File: config.mk
export PLATFORM = sky130hd
export DESIGN_NAME = fifo_pack_reader
export DESIGN_NICKNAME = d
export VERILOG_FILES = /design/src/rtl/fifo_pkg.sv /design/src/rtl/fifo_idle_timer.sv /design/src/rtl/fifo_pack_reader.sv
export SDC_FILE = /design/constraint.sdc
export NUM_CORES = 1
export LEC_CHECK = 0
export BUFFER_PORTS_ARGS = -buffer_cell sky130_fd_sc_hd__buf_2
export CAP_MARGIN = 40
export CORE_UTILIZATION = 50
export CTS_BUF_LIST = sky130_fd_sc_hd__clkbuf_8
export CTS_CLUSTER_DIAMETER = 100
export DETAILED_ROUTE_END_ITERATION = 7
export PLACE_DENSITY_LB_ADDON = 0.08
export SYNTH_ARGS = -nofsm -noshare
export SYNTH_HDL_FRONTEND = slang
export SYNTH_SLANG_ARGS = --single-unit
File: constraint.sdc
create_clock -name clk -period 4.2 [get_ports clk]
set_input_delay 0.42 -clock clk [delete_from_list [all_inputs] [get_ports clk]]
set_output_delay 0.42 -clock clk [all_outputs]
set_load 0.05 [all_outputs]
File: src/rtl/fifo_pkg.sv
// Shared types and width helpers for the FIFO block family.
// No logic; imported by the FIFO readers and their helpers.
package fifo_pkg;

    typedef enum logic {
        FILL = 1'b0,
        HOLD = 1'b1
    } pack_state_t;

    localparam int DEFAULT_DATA_WIDTH   = 8;
    localparam int DEFAULT_DEPTH        = 16;
    localparam int DEFAULT_PACK         = 4;
    localparam int DEFAULT_IDLE_TIMEOUT = 16;

    // Bits needed to hold the values 0..n inclusive.
    function automatic int clog2p1(input int n);
        return $clog2(n + 1);
    endfunction

endpackage

File: src/rtl/fifo_idle_timer.sv
// Idle-cycle counter; expire pulses combinationally on the cycle the count would reach IDLE_TIMEOUT.
// No backpressure; clr wins over en. IDLE_TIMEOUT=0 collapses to a constant-0 expire.
module fifo_idle_timer #(
    parameter int IDLE_TIMEOUT = 16
) (
    input  logic clk,
    input  logic rst_n,
    input  logic en,
    input  logic clr,
    output logic expire
);

    generate
        if (IDLE_TIMEOUT == 0) begin : g_off
            logic unused_in;
            assign unused_in = ^{clk, rst_n, en, clr};
            assign expire    = 1'b0;
        end else begin : g_on
            localparam int TW = $clog2(IDLE_TIMEOUT + 1);
            localparam logic [TW-1:0] LAST = TW'(IDLE_TIMEOUT - 1);

            logic [TW-1:0] idle_cnt;

            assign expire = en && !clr && (idle_cnt == LAST);

            always_ff @(posedge clk) begin
                if (!rst_n || clr) begin
                    idle_cnt <= '0;
                end else if (en) begin
                    idle_cnt <= idle_cnt + TW'(1);
                end
            end
        end
    endgenerate

endmodule

File: src/rtl/fifo_pack_reader.sv
// Packs PACK show-ahead FIFO words into one wide beat; beat is registered one cycle after its last word pops.
// Holds the beat stable under out_ready=0 and stops popping until it is accepted; partial beats on flush/idle.
module fifo_pack_reader
    import fifo_pkg::*;
#(
    parameter int DATA_WIDTH   = DEFAULT_DATA_WIDTH,
    parameter int PACK         = DEFAULT_PACK,
    parameter int IDLE_TIMEOUT = DEFAULT_IDLE_TIMEOUT
) (
    input  logic                       clk,
    input  logic                       rst_n,
    input  logic                       in_valid,
    input  logic [DATA_WIDTH-1:0]      in_data,
    output logic                       in_pop,
    input  logic                       flush_req,
    output logic                       out_valid,
    input  logic                       out_ready,
    output logic [DATA_WIDTH*PACK-1:0] out_data,
    output logic [$clog2(PACK+1)-1:0]  out_count,
    output logic                       out_partial,
    output logic                       busy
);

    localparam int CW = clog2p1(PACK);
    localparam int LW = $clog2(PACK);
    localparam logic [CW-1:0] FULL = CW'(PACK);

    pack_state_t               state;
    logic [CW-1:0]             count;
    logic [CW-1:0]             words;
    logic [DATA_WIDTH-1:0]     lanes     [PACK];
    logic [DATA_WIDTH-1:0]     lanes_nxt [PACK];
    logic [DATA_WIDTH*PACK-1:0] pack_flat;
    logic                      fill_pop;
    logic                      emit;
    logic                      idle_en;
    logic                      idle_clr;
    logic                      idle_expire;

    assign in_pop   = in_valid && (state == FILL || (state == HOLD && out_ready));
    assign fill_pop = in_pop && (state == FILL);
    assign busy     = (count != '0) || out_valid;
    assign idle_en  = (state == FILL) && (count != '0) && !in_pop;
    assign idle_clr = in_pop || (state != FILL);

    fifo_idle_timer #(
        .IDLE_TIMEOUT (IDLE_TIMEOUT)
    ) u_idle_timer (
        .clk    (clk),
        .rst_n  (rst_n),
        .en     (idle_en),
        .clr    (idle_clr),
        .expire (idle_expire)
    );

    // The word popped this cycle is folded in so a flush or full pack includes it.
    always_comb begin
        lanes_nxt = lanes;
        pack_flat = '0;
        if (fill_pop) begin
            lanes_nxt[count[LW-1:0]] = in_data;
        end
        words = count + CW'(fill_pop);
        emit  = (state == FILL) &&
                ((words == FULL) || ((flush_req || idle_expire) && (words != '0)));
        for (int i = 0; i < PACK; i++) begin
            pack_flat[i*DATA_WIDTH +: DATA_WIDTH] = lanes_nxt[i];
        end
    end

    always_ff @(posedge clk) begin
        if (!rst_n) begin
            state       <= FILL;
            count       <= '0;
            lanes       <= '{default: '0};
            out_valid   <= 1'b0;
            out_data    <= '0;
            out_count   <= '0;
            out_partial <= 1'b0;
        end else begin
            case (state)
                FILL: begin
                    if (emit) begin
                        state       <= HOLD;
                        out_valid   <= 1'b1;
                        out_data    <= pack_flat;
                        out_count   <= words;
                        out_partial <= (words < FULL);
                        count       <= '0;
                        // Cleared lanes make unfilled lanes of the next partial beat read as zero.
                        lanes       <= '{default: '0};
                    end else begin
                        count <= words;
                        lanes <= lanes_nxt;
                    end
                end
                HOLD: begin
                    if (out_ready) begin
                        state     <= FILL;
                        out_valid <= 1'b0;
                        if (in_pop) begin
                            lanes[0] <= in_data;
                            count    <= CW'(1);
                        end
                    end
                end
                default: state <= FILL;
            endcase
        end
    end

endmodule

======== Yosys cells after proc, flatten, opt, wreduce, memory -nomap -nowiden ========
Cells that the tools add are included.
storage, ports and cells
  flip-flop bits (word level) ............. 78
  memories kept ........................... 0
  output and inout bits ................... 39
  memory bits (read-only) ................. 0
  memory bits (writable) .................. 0
  bits of input ports ..................... 13
  logic and storage cells ................. 65
  latch bits .............................. 0
operators by class
  eq/ne operators ......................... 5
  bitwise gates (word level) .............. 2
  $mul .................................... 0
  order comparisons ....................... 3
  mux-type cells .......................... 18
  reductions and logical operators ........ 24
  div/mod/pow operators ................... 0
  add/subtract/negate cells ............... 2
  shift-type cells ........................ 0
operator list
  kind                                                                  number
  32-bit two-way mux                                                    2
  32-bit bitwise mux                                                    1
  8-bit two-way mux                                                     3
  8-bit demux with 2-bit select                                         1
  8-bit one-hot mux with 2 select lines                                 1
  1-bit logical AND                                                     10
  3-bit two-way mux                                                     3
  1-bit logical OR                                                      6
  2-bit inequality test, second input constant                          3
  3-bit one-hot mux with 2 select lines                                 1
  2-bit AND reduction                                                   3
  3-bit nonzero test                                                    2
  5-bit by 1-bit adder with 5-bit output, second input constant         1
  5-bit by 4-bit == test with 1-bit output, second input constant       1
  1-bit two-way mux                                                     4
  1-bit one-hot mux with 2 select lines                                 2
  3-bit by 1-bit adder with 3-bit output                                1
  3-bit == test, second input constant                                  1
  3-bit >= comparator, second input constant                            1
  1-bit zero test                                                       3
  3-bit by 1-bit < comparator with 1-bit output, second input constant  1
  3-bit < comparator, second input constant                             1
  2-bit NOT with 3-bit output                                           1
  1-bit NOT                                                             1

======== Depth between registers and ports, before layout ========
Gate-level depths: netlist of run 1.
  depth after elaboration ................. 13
  depth in mapped cells ................... 10
  mapped depth without buffers ............ 7

======== Hierarchy ========
Synthesis of run 1 repeated with hierarchy kept, for this count alone.
second synthesis, totals
  cell total of the unflattened synthesis .. 380
  area, all modules ....................... 3545.9 um^2
modules (own cells, without submodules)
  module            area each (um^2)  cells each  instances  seq. area each (um^2)
  fifo_pack_reader  3298.2            355         1          1461.4
  fifo_idle_timer   247.7             25          1          100.1

======== Worst setup path before layout of run 1 ========
No wires, ideal clock.
  path type ............................... input port to flip-flop
  from .................................... input in_valid
  to ...................................... register out_data[23]
  buffers on the path ..................... 3
  cell stages on the path ................. 10
  required time ........................... 4.109 ns
  arrival ................................. 2.397 ns
  setup slack ............................. 1.712 ns
  library setup time ...................... 0.091 ns
  cells stage by stage .................... clkbuf_2 -> and2b_2 -> ha_1 -> ha_1 -> nor2_1 -> a211o_1 -> buf_2 -> clkbuf_1 -> a21oi_1 -> a311oi_1
on the way
  elaborated cells between the ends (all ways) .. 17
  classes of those cells .................. add/sub (1); eq/ne (1); mux (1); reduce/logical (14)
RTL lines
  what                                      line                    RTL
  start, declared                           fifo_pack_reader.sv:12  input logic in_valid,
  1-bit logical AND *                       fifo_pack_reader.sv:40  assign in_pop = in_valid && (state == FILL || (state == HOLD && out_ready));
  1-bit logical AND *                       fifo_pack_reader.sv:41  assign fill_pop = in_pop && (state == FILL);
  3-bit by 1-bit adder with 3-bit output *  fifo_pack_reader.sv:63  words = count + CW'(fill_pop);
  via words[1]                              fifo_pack_reader.sv:30  logic [CW-1:0] words;
  3-bit nonzero test                        fifo_pack_reader.sv:65  ((words == FULL) || ((flush_req || idle_expire) && (words != '0)));
  1-bit logical AND                         fifo_pack_reader.sv:65
  1-bit logical OR *                        fifo_pack_reader.sv:65
  1-bit logical AND *                       fifo_pack_reader.sv:64  emit = (state == FILL) &&
  2-bit AND reduction (no line) *           --
  end signal, assigned                      fifo_pack_reader.sv:86  out_data <= pack_flat;
  end, declared                             fifo_pack_reader.sv:18  output logic [DATA_WIDTH*PACK-1:0] out_data,
The timed path passes the listed nets; every way through them passes the cells marked *.
A chain may end at the register's enable or synchronous reset.

======== Final worst setup path of run 1 ========
  from .................................... register state
  to ...................................... register lanes[16] (netlist bit)
on the way
  elaborated cells between the ends (all ways) .. 21
  classes of those cells .................. add/sub (1); eq/ne (1); mux (2); bitwise (1); reduce/logical (16)
RTL lines
  what                                                   line                    RTL
  start, declared                                        fifo_pack_reader.sv:28  pack_state_t state;
  start signal, assigned                                 fifo_pack_reader.sv:73  state <= FILL;
  start signal, assigned                                 fifo_pack_reader.sv:84  state <= HOLD;
  start signal, assigned                                 fifo_pack_reader.sv:99  state <= FILL;
  1-bit logical AND / 1-bit NOT (equally long branches)  --
  1-bit logical OR                                       fifo_pack_reader.sv:40
  1-bit logical AND                                      fifo_pack_reader.sv:40
  1-bit logical AND *                                    fifo_pack_reader.sv:41
  3-bit by 1-bit adder with 3-bit output *               fifo_pack_reader.sv:63
  via words[1]                                           fifo_pack_reader.sv:30
  3-bit nonzero test                                     fifo_pack_reader.sv:65
  1-bit logical AND                                      fifo_pack_reader.sv:65
  1-bit logical OR *                                     fifo_pack_reader.sv:65
  1-bit logical AND *                                    fifo_pack_reader.sv:64
  32-bit two-way mux *                                   fifo_pack_reader.sv:83  if (emit) begin
  end signal, assigned                                   fifo_pack_reader.sv:94  lanes <= lanes_nxt;
  end, declared                                          fifo_pack_reader.sv:31  logic [DATA_WIDTH-1:0] lanes [PACK];
Marked as above.

==> results summary, run 1 <==
The run finished with clean final reports. The overall die height came out at 81.63 µm. The initial antenna violation count is 0.

The fraction of registers with async set/reset is 0%. The all-layer global routing usage came out at 23.80%. The finished layout holds 451 standard cells, fillers aside.

The maximum number of pins on one net before global-route repair came out at 36. The post-route antenna net violation count is 0. The time the worst path needs with I/O delays and setup came out at 3.207 ns. The number of global-route vias before repair came out at 2278. The setup slack after placement is 1.048 ns.

The type of the setup path with the least slack is flop to flop. The clock buffer count from CTS is 9. Detailed placement finished with a half-perimeter wire length of 4851 µm. The met3 layer wire length in the routed design is 357 µm. Setup repair after global routing left no endpoint under its margin.

The clock insertion delay at the later pin of the skew report is 0.35 ns. In the final layout, the share of cells above drive strength 1 is 24.20%. The average routed wire per standard cell is 16.53 µm. The net count after synthesis is 345. The placed instances occupy a cell area of 0.003465 mm². Hold repair after CTS inserted 0 buffers. The total DRC errors in the routed layout is 0. The wire length of the first global-routing pass came out at 11660 µm. The post-synth design cell area came out at 0.003171 mm². The global placement routability congestion is 0.8599.

The number of sinks handled by clock tree synthesis came out at 78. Clock-pin slew was measured on the worst setup and hold paths at 0.07 ns. The most frequently used flop master after synthesis is dfxtp_1.

The antenna cell count came out at 0. The maximum vdd ir drop came out at 0.0004159 V. The sequential area share after synthesis came out at 49.25%. By area the synthesized netlist is led by dfxtp_1 49%, mux2i_1 5.4%, a21oi_1 4.1%. Leaving out fill and tap cells, the most frequent cell in the layout is dfxtp_1. The die width came out at 81.63 µm. During synthesis, Yosys emitted a total of 0 warnings. Headroom to the max-slew limit came out at 43.15%. The highest net fanout along the worst path came out at 25. Max-cap violations in this run came to 0. Summing internal, switching and leakage power gives 3.155 mW. The worst setup path is captured at a flop.

The power density relative to cell area came out at 857.5 mW/mm². The maximum clock skew at final layout is 0.007417 ns. The die covers 0.006663 mm².

Synthesis handed over a netlist of 328 instances. The met2 wire length came out at 3371 µm. Across all hold checks on the routed design, the worst slack comes to 0.3363 ns. Adding up every negative setup slack in the final design gives 0 ns.

After detailed routing, the number of vias per cell comes to 5.878. The register-to-register setup slack is 0.99 ns. The class of the worst hold path is input pin to flop. The placeable core area is 0.006026 mm². Averaged over all synthesized cells, the footprint is 9.666 µm². Summed over all layers, the global routing overflow is 0. Synthesis inferred 78 register bits. In the layout the commonest cells are 78 x dfxtp_1, 52 x buf_2, 33 x nor2_1, 31 x nand2_1, 25 x a21oi_1. STA classifies the critical path startpoint as a flop. The site row count came out at 28. The effective utilization at floorplan came out at 52.62%. The number of enable-type register cells in the synthesized netlist came out at 0.

The number of hold-slack violations in the final timing report came out at 0. The analysis attributes to cell leakage a power of 1.594 nW. The required time reported for the critical path endpoint is 4.40 ns. The largest total area in the synthesized netlist belongs to dfxtp_1. The area overhead of the layout relative to synthesis came out at 16.06%.

The final critical path takes up 76.36% of the cycle. Setup violations remaining at the end of the flow were counted as 0. Once layout is complete, the utilization of the core stands at 61.07%. The boundary pin count came out at 52. The post-route cell area is 0.003680 mm². The number of buffers on the longest clock path is 2. At the pin with the least slew margin, the transition time is 0.8436 ns.

In the post-route analysis, the smallest setup slack over all paths is 0.9930 ns. The H-tree depth is 3. The buffer count from post-CTS setup fixing came out at 0. Counting distinct cell types in the post-synthesis netlist gives 40. Clock tree synthesis selected as its root buffer the cell clkbuf_8. The top layer reached by signal wires is met4. The TritonCTS clock tree is built. The detailed router put a total of 3563 µm of wire on met1.

The overall via count from detail_route is 2651. The max-slew violation count came out at 0. The count of cells resized by post-cts repair is 0. The maximum clock rate came out at 311.8 MHz. The number of input and output port buffers inserted is 51.

The routed design has 7455 µm of wire. The arrival time of the worst setup path came out at 3.41 ns. The placed cell count is 435. Before antenna repair, the detailed router went through 7 iterations. For this block, the initial DRC count from the detailed router was 254. The fraction of post-synthesis cell area in the top cell type by area is 49.25%. In the final design database the tool counted 388 nets.
-- cell usage after synthesis, drive strengths merged, types with 2 or more instances --
library cell / count
a211oi: 12
a21oi: 26
a222oi: 8
a311oi: 8
a32o: 8
and2: 2
buf: 12
clkbuf: 15
dfxtp: 78
ha: 4
inv: 3
mux2: 9
mux2i: 17
nand2: 31
nand3: 11
nand4: 12
nor2: 33
nor4bb: 2
o211a: 8
o21ai: 10
or3: 2
xnor2: 2
xor2: 2
-- critical path, stage by stage, from the launching register on --
cell     delay, ns
dfxtp_1       0.64
and2b_2       0.31
ha_1          0.19
ha_1          0.30
nor2_1        0.34
a211o_1       0.42
a21o_1        0.72
nor2_1        0.12
-- where the power goes --
group | leakage [nW] | switching, mW | total (mW) | internal, mW
sequential | 0.636 | 0.111 | 1.04 | 0.932
clock | 0.119 | 0.266 | 0.611 | 0.345
combinational | 0.840 | 1.08 | 1.50 | 0.418
total | 1.59 | 1.46 | 3.16 | 1.69
-- layer usage --
layer  vias to the layer above  GRT usage [%]
li1                       1299              -
met3                        12          4.333
met1                      1266          33.73
met4                         0          11.75
met2                        74          34.58
met5                         -              0
-- sequential cells by signal (all words and copies together), names as in the netlist --
name / flops
count: 3
lanes: 32
out_count: 3
out_data: 32
out_partial: 1
out_valid: 1
state: 1
u_idle_timer.g_on.idle_cnt: 5
-- area by class of cell --
class	count	area (µm²)
Clock buffer	10	137.6
Sequential cell	78	1562
Clock inverter	6	77.57
Timing Repair Buffer	59	312.8
Tap cell	75	93.84
Multi-Input combinational cell	219	1481
Inverter	4	15.01
Fill cell	529	2346
-- logic make-up after synthesis --
kind of cell,share of synthesized area [%]
adders and majority gates,1.579
xor gates and xnor gates,1.105
DFF,49.25
AOI/OAI and AO/OA,19.73
buffers and inverters,4.775
muxes,8.564
and+or+nand+nor,15.00
-- path summary, 6_finish.rpt --
| check | end | depth (start not counted) | startpoint |
|---|---|---|---|
| worst max-delay path | lanes[16]$_SDFFE_PN0N_ | 7 | state$_SDFF_PN0_ |
| worst min-delay path | out_valid$_SDFFE_PN0P_ | 2 | out_ready |
| worst max register to register | lanes[16]$_SDFFE_PN0N_ | 7 | state$_SDFF_PN0_ |
| worst min register to register | out_data[0]$_SDFFE_PN0P_ | 2 | out_data[0]$_SDFFE_PN0P_ |
No activity file was read; power rests on OpenSTA's default activity.
==> run 2: changes to the inputs <==
--- a/config.mk
+++ b/config.mk
@@ -5,6 +5,7 @@
 export SDC_FILE = /design/constraint.sdc
 export NUM_CORES = 1
 export LEC_CHECK = 0
+export ABC_AREA = 1
 export BUFFER_PORTS_ARGS = -buffer_cell sky130_fd_sc_hd__buf_2
 export CAP_MARGIN = 40
 export CORE_UTILIZATION = 50
==> constraint.sdc (replaced) <==
create_clock -name clk -period 3.25 [get_ports clk]
set_input_delay 0.325 -clock clk [delete_from_list [all_inputs] [get_ports clk]]
set_output_delay 0.325 -clock clk [all_outputs]
set_load 0.05 [all_outputs]
==> run 2 against run 1 <==
Effect of this change:
- sequential power rose by 24%
- first-iteration DRC count fell by 19%
- total power rose by 43%
==> results summary, run 2 <==
The final-stage net count is 646. The placeable core area came out at 0.007687 mm². The mean post-synth cell area is 6.716 µm². The maximum vdd ir drop is 0.0006048 V. The placement-stage cell area came out at 0.004255 mm². The critical path goes through nor2_2, ha_1, ha_1, nor2_1, nand2_1, nand3_2, buf_4, nand2_1, inv_1, nor2_1. The CTS clock-pin slew for the worst setup and hold paths came out at 0.08 ns.

The maximum clock rate came out at 388.4 MHz. The fraction of registers with async set/reset came out at 0%. The share of power burned in the clock network is 16.4%. STA classifies the critical path endpoint as a flop. The measured slew at the worst slew-check pin came out at 0.6369 ns.

The die is 91.03 µm wide. By area the synthesized netlist is led by dfxtp_1 39%, nand2_1 14%, inv_1 12%. The synthesized netlist contains 28 unique library cells. The cts-stage hold buffer count came out at 0. The buffer count from post-CTS setup fixing came out at 0.

The static leakage power came out at 2.270 nW. The half-perimeter wire length of the detailed placement result came out at 5968 µm. Sequential cells burn 28.5% of the power. The total DRC errors in the routed layout is 0.

The fraction of power consumed by combinational cells is 55.1%. The number of maximum-capacitance constraint violations came out at 0. The flow ran to the end, and the final reports show no timing, DRC or antenna violations.

The time the worst path needs with I/O delays and setup is 2.574 ns. For this run, the number of Yosys warnings is 0. The overall via count from detail_route came out at 3640. The total iterations of the first detailed-routing run came out at 7. The H-tree depth came out at 3. The setup path with the least slack is of type flop to flop.

The antenna cell count came out at 0. The number of global-route vias before repair is 3363. The count of routing violations after the opening detailed-route iteration is 206. The delay of the slowest cell on the worst path came out at 0.60 ns.

The number of hold-slack violations in the final timing report is 0. The number of sinks handled by clock tree synthesis came out at 78. The power density relative to cell area came out at 1013 mW/mm². In this run the clock root is driven by a clkbuf_8. TritonCTS built the clock tree. By count the netlist is led by 151 x nand2_1, 126 x inv_1, 78 x dfxtp_1. The total net switching power came out at 2.293 mW. The synthesized flop and latch total is 78.

The effective utilization at floorplan came out at 51.55%. The synthesized design contains 0 enable-type register cells. The number of buffers on the longest clock path is 2.

The largest registers in the layout are lanes: 32 flops, out_data: 32 flops, u_idle_timer.g_on.idle_cnt: 5 flops. The boundary pin count came out at 52. The clock buffer count from CTS came out at 9. The library cell used most frequently in the layout, excluding fill and tap cells, is nand2_1.

The post-synth design cell area is 0.003963 mm². The global placement routability congestion came out at 0.9133. Among all stages on the critical path, the largest delay is contributed by dfxtp_1.

At the worst endpoint, the required time is 3.50 ns. The area of the die is 0.008286 mm². Relative to the synthesized area, the layout overhead comes to 12.41%. dfxtp_1 takes more of the synthesized area than any other cell. The sequential area share after synthesis came out at 39.41%. The switching part of the total came out at 50.80%. Clock latency on the worst-skew pair, taken at its later pin, is 0.35 ns.

Counting every net in the synthesized netlist gives 607. The all-layer global routing usage came out at 22.82%. Buffers placed on the I/O ports in this run total 51.

In this run the vertical extent of the chip is 91.03 µm. After detailed routing, the average wire length per cell comes to 12.11 µm. The min-delay analysis places its worst path in the category input pin to flop.

The fraction of the cycle the final worst path needs is 79.21%. The most used flip-flop cell after synthesis is dfxtp_1. The worst pin sits at a relative slew slack of 57.48%. The kind of start point of the critical path is a flop. The post-route setup TNS is 0 ns. The initial antenna violation count is 0.

Cell internal power was estimated by the tool at 2.221 mW. The final wirelength is 8910 µm. The max-slew violation count came out at 0. The fraction of layout cells with a size suffix above 1 is 17.35%. Setup violations remaining at the end of the flow were counted as 0. The top cell types in the final layout, fill and taps aside, are 151 x nand2_1, 126 x inv_1, 78 x dfxtp_1, 51 x buf_2, 49 x nand4_1. Setup repair after global routing left no endpoint under its margin. The wire length of the first global-routing pass is 15410 µm. Yosys instantiated no cell more often than nand2_1. The highest net fanout along the worst path came out at 40. The arrival time of the worst setup path is 2.83 ns. The site row count came out at 32. The count of nets left with antenna violations once routing finished came out at 0. Across the routed clock network, the largest skew measured is 0.009299 ns.

The post-route cell area came out at 0.004454 mm². The remaining global-route overflow came out at 0. The via density per instance is 4.946. The count of mapped cells out of synthesis came out at 590. The share of synthesized area in the top cell type comes to 39.41%. The maximum number of pins on one net before global-route repair is 41.

The filler cell count in the final layout is 783. The count of cells resized by post-cts repair came out at 0.
## run 2: area by class of cell
cell class	instances	area (µm²)	area share [%]
clock buffers	10	137.6	3.090
clock inverters	6	61.31	1.376
inverters	130	488.0	10.96
multi-input cells	350	1755	39.41
flip-flops and latches	78	1562	35.06
well taps	102	127.6	2.865
repair buffers	60	322.8	7.247
## run 2: per-layer routing
metal	global-route usage, %	part of all wire, %	up-vias
met4	6.217	1.4	0
li1	-	-	1902
met5	0	0	-
met2	37.88	46	106
met3	4.690	5.1	14
met1	30.05	47	1618
## run 2: per-stage QoR
stage	std cells	hold WS [ns]	setup WS (ns)	utilization, %	power [mW]
after floorplan	590	0.4507	1.168	-	3.358
after global placement	720	0.4582	0.7291	55.35	3.762
after detailed placement	720	0.4610	0.6958	55.35	3.800
after CTS	736	0.2642	0.6710	57.94	4.542
after global routing	736	0.2782	0.3565	57.94	4.917
final	736	0.2652	0.6757	57.94	4.514
## run 2: worst max-delay path, delay by kind of cell, from the launching register on
| kind | cells | cell delay (ns) |
|---|---|---|
| and+or+nand+nor | 6 | 0.91 |
| DFF | 1 | 0.60 |
| adders and majority gates | 2 | 0.49 |
| buffers and inverters | 2 | 0.45 |
## run 2: cells by family after synthesis
kind of cell             count (synthesis)  synth area share, %
AND/OR/NAND/NOR                        307                37.73
buffers and inverters                  162                16.36
flip-flops                              78                39.41
AO/OA/AOI/OAI                           38                5.021
adder cells (fa/ha/maj)                  4                1.263
XOR/XNOR                                 1               0.2211
## run 2: path summary, 6_finish.rpt
kind | start | to | slack [ns] | cells past startpoint
min reg2reg | out_partial$_SDFFE_PN0P_ | out_partial$_SDFFE_PN0P_ | 0.47 | 2
max | state$_SDFF_PN0_ | out_data[7]$_SDFFE_PN0P_ | 0.68 | 10
max reg2reg | state$_SDFF_PN0_ | out_data[7]$_SDFFE_PN0P_ | 0.68 | 10
min | out_ready | state$_SDFF_PN0_ | 0.27 | 4
## run 2: power by group through the flow
stage / clock (mW) / combinational, mW / sequential, mW
final: 0.739 / 2.49 / 1.29
after global routing: 0.793 / 2.81 / 1.31
after CTS: 0.753 / 2.50 / 1.29
after detailed placement: 0 / 2.49 / 1.31
after global placement: 0 / 2.46 / 1.30
after floorplan: 0 / 1.63 / 1.73
